==> config.mk <==
export PLATFORM = sky130hd
export DESIGN_NAME = led_pattern_sequencer
export DESIGN_NICKNAME = d
export VERILOG_FILES = /design/src/rtl/led_pattern_sequencer.sv
export SDC_FILE = /design/constraint.sdc
export NUM_CORES = 1
export LEC_CHECK = 0
export ABC_AREA = 0
export BUFFER_PORTS_ARGS = -buffer_cell sky130_fd_sc_hd__buf_2
export CORE_MARGIN = 10
export CORE_UTILIZATION = 63
export CTS_BUF_LIST = sky130_fd_sc_hd__clkbuf_4
export CTS_CLUSTER_DIAMETER = 120
export CTS_CLUSTER_SIZE = 20
export DETAILED_ROUTE_END_ITERATION = 8
export GPL_TIMING_DRIVEN = 0
export PLACE_DENSITY_LB_ADDON = 0.1
export RECOVER_POWER = 100
export SETUP_SLACK_MARGIN = 0.1
export SYNTH_ARGS = -nofsm -noshare
export SYNTH_HDL_FRONTEND = slang
export SYNTH_SLANG_ARGS = --single-unit
==> constraint.sdc <==
create_clock -name clk -period 2.6 [get_ports clk]
set_input_delay 0.39 -clock clk [delete_from_list [all_inputs] [get_ports clk]]
set_output_delay 0.39 -clock clk [all_outputs]
set_load 0.02 [all_outputs]
==> src/rtl/led_pattern_sequencer.sv <==
// Pattern RAM playback controller: steps a 16x6 RAM window at a fixed tick rate onto the LEDs,
// sharing the single RAM port with a host writer. Define PINGPONG_EN for bounce-mode addressing.
module led_pattern_sequencer #(
  parameter int WAIT_TIME  = 27000000,
  parameter int ACTIVE_LOW = 1
) (
  input  logic       clk,
  input  logic       rst,
  input  logic       wr_req,
  input  logic [3:0] wr_addr,
  input  logic [5:0] wr_data,
  output logic       wr_ack,
  input  logic       start,
  input  logic       stop,
  input  logic [3:0] first_addr,
  input  logic [3:0] last_addr,
  output logic       busy,
  output logic [3:0] step_addr,
  output logic       wrap,
  output logic [5:0] leds
);

  localparam int CW = (WAIT_TIME > 1) ? $clog2(WAIT_TIME) : 1;
  localparam logic [CW-1:0] CNT_LAST = CW'(WAIT_TIME - 1);
  localparam logic [5:0] LED_OFF = (ACTIVE_LOW != 0) ? 6'h3F : 6'h00;

  typedef enum logic [1:0] {S_IDLE, S_WAIT, S_FETCH, S_SHOW} state_t;

  // Power-up contents; rst deliberately leaves the RAM alone.
  logic [5:0] mem [16] = '{6'b000001, 6'b000010, 6'b000100, 6'b001000,
                           6'b010000, 6'b100000, 6'b100000, 6'b010000,
                           6'b001000, 6'b000100, 6'b000010, 6'b000001,
                           6'b000000, 6'b000000, 6'b000000, 6'b000000};

  state_t        state;
  logic [CW-1:0] cnt;
  logic [3:0]    ptr;
  logic [3:0]    first_q;
  logic [3:0]    last_q;
  logic [5:0]    rd_data;
  logic          wr_last;
  logic          grant;
`ifdef PINGPONG_EN
  logic          dir_down;
`endif

  // A write loses FETCH only when it also won the previous cycle, so neither side starves.
  assign grant = wr_req && !(state == S_FETCH && wr_last);

  always_ff @(posedge clk) begin
    if (grant && !rst) mem[wr_addr] <= wr_data;
  end

  always_ff @(posedge clk) begin
    if (rst) begin
      state     <= S_IDLE;
      cnt       <= '0;
      ptr       <= 4'd0;
      first_q   <= 4'd0;
      last_q    <= 4'd0;
      rd_data   <= 6'd0;
      wr_last   <= 1'b0;
      wr_ack    <= 1'b0;
      wrap      <= 1'b0;
      busy      <= 1'b0;
      leds      <= LED_OFF;
      step_addr <= 4'd0;
`ifdef PINGPONG_EN
      dir_down  <= 1'b0;
`endif
    end else begin
      wr_last <= grant;
      wr_ack  <= grant;
      wrap    <= 1'b0;
      if (stop) begin
        state <= S_IDLE;
        busy  <= 1'b0;
        leds  <= LED_OFF;
        cnt   <= '0;
      end else begin
        case (state)
          S_IDLE: begin
            if (start) begin
              first_q <= first_addr;
              last_q  <= (last_addr < first_addr) ? first_addr : last_addr;
              ptr     <= first_addr;
`ifdef PINGPONG_EN
              dir_down <= 1'b0;
`endif
              busy    <= 1'b1;
              state   <= S_FETCH;
            end
          end
          S_WAIT: begin
            if (cnt == CNT_LAST) state <= S_FETCH;
            else cnt <= cnt + 1'b1;
          end
          S_FETCH: begin
            if (!grant) begin
              rd_data <= mem[ptr];
              state   <= S_SHOW;
            end
          end
          S_SHOW: begin
            leds      <= (ACTIVE_LOW != 0) ? ~rd_data : rd_data;
            step_addr <= ptr;
            cnt       <= '0;
            state     <= S_WAIT;
`ifdef PINGPONG_EN
            if (first_q == last_q) begin
              wrap <= 1'b1;
            end else if (!dir_down) begin
              if (ptr == last_q) begin
                dir_down <= 1'b1;
                ptr      <= ptr - 4'd1;
                wrap     <= 1'b1;
              end else begin
                ptr <= ptr + 4'd1;
              end
            end else begin
              if (ptr == first_q) begin
                dir_down <= 1'b0;
                ptr      <= ptr + 4'd1;
                wrap     <= 1'b1;
              end else begin
                ptr <= ptr - 4'd1;
              end
            end
`else
            if (ptr == last_q) begin
              ptr  <= first_q;
              wrap <= 1'b1;
            end else begin
              ptr <= ptr + 4'd1;
            end
`endif
          end
          default: state <= S_IDLE;
        endcase
      end
    end
  end

endmodule
==> flow_summary_export.csv, run 1 <==
group,metric,value,unit
clocking,clock-sinks,154,
synth,synth_ff_type,"edfxtp_1",
timing,period_needed,2.38,ns
placement,gp_congestion,0.861,
placement,numPortBuffers,35,
cells_and_area,fin_cells,706,
power,ir_drop,0.465,mV
hold_path,hold_path.class,"input pin to flop",
synth,synthArstFlopShare,0,%
die,die_w,122,µm
grt,grt_pass1_vias,4345,
routing,num_vias,4274,
cells_and_area,diodes,0,
worst_setup_path,critPathKind,"flop to flop",
worst_setup_path,crit_family,"simple AND/OR/NAND/NOR gates",
worst_setup_path,crit_buf_inv,1,
cells_and_area,drive_gt1_share,16.7,%
placement,placedInstanceArea,6900,µm²
grt,grt.total_usage,18.6,%
grt,grt_remaining_overflow,0,
die,coreArea,10200,µm²
worst_setup_path,critPathMaxFanout,9,
worst_setup_path,end_kind,"flop",
worst_setup_path,critPathLaunchType,"flop",
timing,fin_tns_setup,0,ns
timing,tightest_slew,0.967,ns
worst_setup_path,max_stage_delay,0.67,ns
clocking,cts_setup_buffers,0,
die,die-height,122,µm
placement,pre_cts_ws,-0.502,ns
die,dieArea,14900,µm²
routing,drc_errors,0,
routing,finalWirelength,13100,µm
worst_setup_path,arrival,2.90,ns
routing,drtIter0Drc,316,
timing,skew,0.0163,ns
cells_and_area,final_area,7150,µm²
die,ios,36,
grt,grt_first_pass_wirelength,21500,µm
routing,viasPerCell,6.05,
clocking,cts_inserted_buffers,17,
timing,hold_viol,0,
clocking,cts.path.max_buffers,2,
synth,ys_types,65,
cells_and_area,final_util,69.9,%
timing,finalMaxSlewViolations,0,
run_status,outcome,"complete, no violations",
cells_and_area,final_common_cell,"edfxtp_1",
run,maxCapViolCount,0,
timing,fmax,419,MHz
synth,syn_area,6550,µm²
synth,synth-edff-count,96,
grt,grt_max_degree,17,
worst_setup_path,critical_path.cell_chain,"ha_1, nand3_1, nor4b_1, a31o_2, clkbuf_2, o21bai_1, a21o_1",
cells_and_area,areaGrowthSynthToFinish,9.19,%
cells_and_area,fillers,765,
synth,yosysWarnings,0,
timing,finalSetupViolCount,0,
placement,hpwl,9310,µm
synth,post_synth.cell_area_avg,13.0,µm²
synth,ys_seq_elements,154,
clocking,clock_latency,0.56,ns
grt,antenna_found_initial,0,
worst_setup_path,crit_path_top_delay_cell,"nor4b_1",
routing,wire_per_inst,18.5,µm
placement,dp.cells,674,
synth,yosysSeqAreaShare,61.7,%
clocking,clkTransAtPathRegs,0.13,ns
timing,rsz0062_at_grt,"no",
clocking,cts-root-buf,"clkbuf_4",
timing,fin_crit_sh,91.7,%
die,row_count,37,
die,start_util,64.0,%
worst_setup_path,required,3.11,ns
routing,ant_nets,0,
timing,relSlewSlack,35.0,%
power,cellPowerDensity,625,nW/µm²
routing,dr.pass1.iters,4,
power,leakagePower,0.00240,µW
cells_and_area,mostFrequentLayoutCells,"96 x edfxtp_1, 58 x dfxtp_1, 48 x nor2_1, 41 x nand2_1, 32 x clkbuf_1",
clocking,cts_tree,"built",
timing,fin_ws,0.216,ns
synth,syn_inst,503,
cells_and_area,num-nets-final,585,
synth,synth_fp_nets,531,
clocking,htree_levels,4,
==> worst reg2reg max path, stage by stage, from the launching register on <==
cell      delay (ns)
dfxtp_1         0.45
ha_1            0.23
nand3_1         0.22
nor4b_1         0.67
a31o_2          0.27
clkbuf_2        0.24
o21bai_1        0.15
a21o_1          0.12
==> worst paths after layout <==
check,startpoint,end,slack [ns],cells past startpoint
worst min-delay path,first_addr[0],first_q[0]$_SDFFE_PP0P_,0.1,3
worst min register to register,first_q[1]$_SDFFE_PP0P_,first_q[1]$_SDFFE_PP0P_,0.47,2
worst max register to register,cnt[0]$_SDFFE_PP0P_,cnt[10]$_SDFFE_PP0P_,0.22,7
worst max-delay path,cnt[0]$_SDFFE_PP0P_,cnt[10]$_SDFFE_PP0P_,0.22,7
==> sequential cells by signal, indices dropped and copies added (netlist names) <==
signal and flops:
cnt 25, ptr 4, wr_last 1, mem 96
rd_data 6, first_q 4, leds 6, busy 1
step_addr 4, state 2, wrap 1, last_q 4
==> cell type report <==
type                       instances  area, µm²  area share (%)
buffer                            22       96.3            1.35
clock inverter                    14        170            2.38
inverter                           7       26.3           0.367
tap                              136        170            2.38
timing repair buffer              35        151            2.12
multi-input combinational        320       2360            33.0
clock buffer                      18        135            1.89
sequential                       154       4040            56.5
==> layer usage <==
layer	vias to the layer above	track usage [%]	routed length [µm]
li1	2037	-	-
met1	2109	23.1	5840
met2	108	30.4	6410
met3	20	5.27	624
met4	0	6.78	214
met5	-	0	0
==> where the power goes <==
group | total (µW) | switching (µW) | internal (µW)
logic | 294 | 175 | 119
registers | 2640 | 17.2 | 2620
clock network | 1530 | 851 | 681
==> synthesized netlist by cell type, types with 2 or more instances <==
library cell	n	area, µm²
edfxtp_1	96	2880
dfxtp_1	58	1160
nor2_1	48	180
nand2_1	41	154
mux4_2	24	541
mux2i_1	23	230
a21oi_1	21	105
nand3_1	21	105
o21ai_0	14	70.1
clkbuf_1	13	48.8
nor3_1	11	55.1
nand4_1	9	56.3
o211ai_1	9	67.6
inv_1	7	26.3
xor2_1	7	61.3
nand2b_1	6	37.5
a211oi_1	5	37.5
buf_2	5	25.0
ha_1	5	62.6
nor4_1	5	31.3
or3_1	5	31.3
xnor2_1	5	43.8
a31oi_1	4	25.0
o21ai_1	4	20.0
and3_1	3	18.8
nand3b_1	3	22.5
nor2b_1	3	18.8
o211a_1	3	30.0
or4_1	3	22.5
a21o_1	2	15.0
and2_1	2	12.5
mux2_2	2	22.5
nand4b_1	2	17.5
o31ai_1	2	15.0
or2_2	2	12.5
==> metrics by stage <==
step           hold WS [ns]  power (µW)
3_3_place_gp          0.445        2990
2_1_floorplan         0.434        2890
4_1_cts              0.0667        4490
3_5_place_dp          0.453        2990
6_report             0.0988        4470
5_1_grt              0.0650        4630
==> kinds of logic after synthesis <==
logic type	synth area share, %
buffers and inverters	1.99
and+or+nand+nor	13.7
xor gates and xnor gates	1.60
adders and majority gates	0.955
DFF	61.7
muxes	12.1
AOI/OAI and AO/OA	7.87
==> timing repair <==
| action | CTS | global route |
|---|---|---|
| resized for setup | 3 | 5 |
| hold buffers | 0 | 0 |
| setup endpoints to repair | 18 | 33 |
| hold endpoints to repair | 0 | 0 |
No activity file was read; power rests on OpenSTA's default activity.
==> run 2: changes to the inputs <==
clock period = 2.64 ns   (was 2.6 ns; I/O delays follow)
==> run 2 against run 1 <==
  * Cell count stayed put
  * Setup slack worse by 0.062 ns
  * Sequential cell count stayed put
  * Combinational power is 2% lower
  * Critical endpoint is now mem[12][3]$_DFFE_PP_
==> flow_summary_export.csv, run 2 (synthesis results as in run 1) <==
group,metric,value,unit
run_status,outcome,"complete, no violations",
die,row_count,37,
power,cellPowerDensity,614,nW/µm²
cells_and_area,fin_cells,706,
clocking,cts_tree,"built",
worst_setup_path,r2r-start,"state[0]$_SDFFE_PP0P_",
worst_setup_path,critPathKind,"flop to flop",
routing,ant_nets,0,
power,swShare,23.2,%
timing,skew,0.0161,ns
cells_and_area,largest_register_ffs,96,
routing,wire_per_inst,18.5,µm
worst_setup_path,crit_path_top_delay_cell,"or3b_2",
run,maxCapViolCount,0,
die,start_util,64.0,%
cells_and_area,num-nets-final,585,
clocking,htree_levels,4,
timing,fmax,402,MHz
cells_and_area,reg.largest.list,"mem x96, cnt x25",
clocking,ctsHoldBuffers,0,
routing,num_vias,4273,
timing,hold_viol,0,
timing,fin_tns_setup,0,ns
grt,grt_max_degree,17,
power,switching_power,1020,µW
power,internal_power,3370,µW
timing,period_needed,2.49,ns
timing,fin_crit_sh,94.2,%
cells_and_area,drive_gt1_share,16.8,%
cells_and_area,areaGrowthSynthToFinish,9.30,%
clocking,cts_inserted_buffers,17,
grt,grt_pass1_vias,4352,
cells_and_area,final_area,7160,µm²
power,clockPowerShare,34.2,%
worst_setup_path,crit_start,"state[0]$_SDFFE_PP0P_",
grt,grt_remaining_overflow,0,
cells_and_area,diodes,0,
placement,numPortBuffers,35,
timing,finalSetupViolCount,0,
clocking,clock-sinks,154,
power,sequentialPowerShare,59.2,%
die,ios,36,
worst_setup_path,arrival,2.68,ns
power,ir_drop,0.456,mV
cells_and_area,mostFrequentLayoutCells,"96 x edfxtp_1, 58 x dfxtp_1, 48 x nor2_1, 41 x nand2_1, 32 x clkbuf_1",
routing,finalWirelength,13000,µm
placement,hpwl,9310,µm
hold_path,hold_path_startpoint,"first_addr[0]",
placement,placedInstanceArea,6900,µm²
cells_and_area,regMostFlops,"mem",
die,die-height,122,µm
grt,grt_first_pass_wirelength,21500,µm
worst_setup_path,end_kind,"flop",
cells_and_area,final_common_cell,"edfxtp_1",
routing,drc_errors,0,
clocking,cts_setup_buffers,0,
grt,antenna_found_initial,0,
clocking,clock_latency,0.55,ns
worst_setup_path,required,2.84,ns
power,power_frac_comb,6.6,%
routing,viasPerCell,6.05,
placement,pre_cts_ws,-0.468,ns
timing,fin_ws,0.154,ns
timing,relSlewSlack,48.2,%
die,die_w,122,µm
routing,drtIter0Drc,309,
hold_path,hold_path.class,"input pin to flop",
clocking,clkTransAtPathRegs,0.13,ns
worst_setup_path,critPathMaxFanout,10,
worst_setup_path,critical_path.cell_chain,"buf_2, nor2b_1, a21oi_1, or3b_2, nor2_1",
clocking,cts-root-buf,"clkbuf_4",
grt,grt.total_usage,18.6,%
placement,dp.cells,674,
placement,gp_congestion,0.861,
die,dieArea,14900,µm²
worst_setup_path,critPathLaunchType,"flop",
worst_setup_path,max_stage_delay,0.56,ns
timing,finalMaxSlewViolations,0,
die,coreArea,10200,µm²
routing,dr.pass1.iters,5,
power,leakagePower,0.00240,µW
timing,tightest_slew,0.777,ns
timing,rsz0062_at_grt,"yes",
clocking,cts.path.max_buffers,2,
power,finalPower,4390,µW
[run 2: cell counts in the layout (fill, tap and decap cells not counted)]
Identical to the previous run, type by type.
[run 2: area by class of cell]
cell class / count / area, µm²
Buffer: 22 / 96.3
Clock buffer: 18 / 135
Tap cell: 136 / 170
Sequential cell: 154 / 4040
Multi-Input combinational cell: 320 / 2370
Clock inverter: 14 / 170
Timing Repair Buffer: 35 / 151
Inverter: 7 / 26.3
Fill cell: 764 / 3070
[run 2: path summary, 6_finish.rpt]
path / to / slack, ns / cells past startpoint
worst min-delay path: first_q[0]$_SDFFE_PP0P_ / 0.10 / 3
worst min register to register: first_q[1]$_SDFFE_PP0P_ / 0.47 / 2
worst max-delay path: mem[12][3]$_DFFE_PP_ / 0.15 / 5
worst max register to register: mem[12][3]$_DFFE_PP_ / 0.15 / 5
[run 2: worst max-delay path: cells and delay by family (launching register included)]
kind / cells / cell delay, ns
compound gates: 1 / 0.49
flops: 1 / 0.32
buf+inv: 1 / 0.18
simple gates: 3 / 1.14
[run 2: layer usage]
| layer | up-vias | part of all wire (%) | routed length, µm | track usage, % |
|---|---|---|---|---|
| met5 | - | 0 | 0 | 0 |
| li1 | 2038 | - | - | - |
| met1 | 2122 | 45 | 5840 | 23.1 |
| met4 | 0 | 1.5 | 202 | 6.78 |
| met2 | 98 | 49 | 6420 | 30.5 |
| met3 | 15 | 4.4 | 580 | 5.27 |
[run 2: power groups by stage]
stage | sequential [µW] | clock (µW) | combinational (µW)
2_1_floorplan | 2650 | 0 | 194
3_3_place_gp | 2650 | 0 | 286
3_5_place_dp | 2660 | 0 | 293
4_1_cts | 2600 | 1520 | 294
5_1_grt | 2610 | 1640 | 321
6_report | 2600 | 1500 | 289
[run 2: stage by stage]
| stage | utilization [%] | hold WS [ns] |
|---|---|---|
| 4_1_cts | 70.5 | 0.0727 |
| 3_3_place_gp | 67.4 | 0.445 |
| 5_1_grt | 70.0 | 0.0710 |
| 6_report | 70.0 | 0.105 |
| 2_1_floorplan | - | 0.434 |
| 3_5_place_dp | 67.4 | 0.453 |
[run 2: what timing repair did]
item,4_1_cts,5_1_grt
gates cloned,0,0
setup endpoints to repair,7,31
resized for setup,2,4
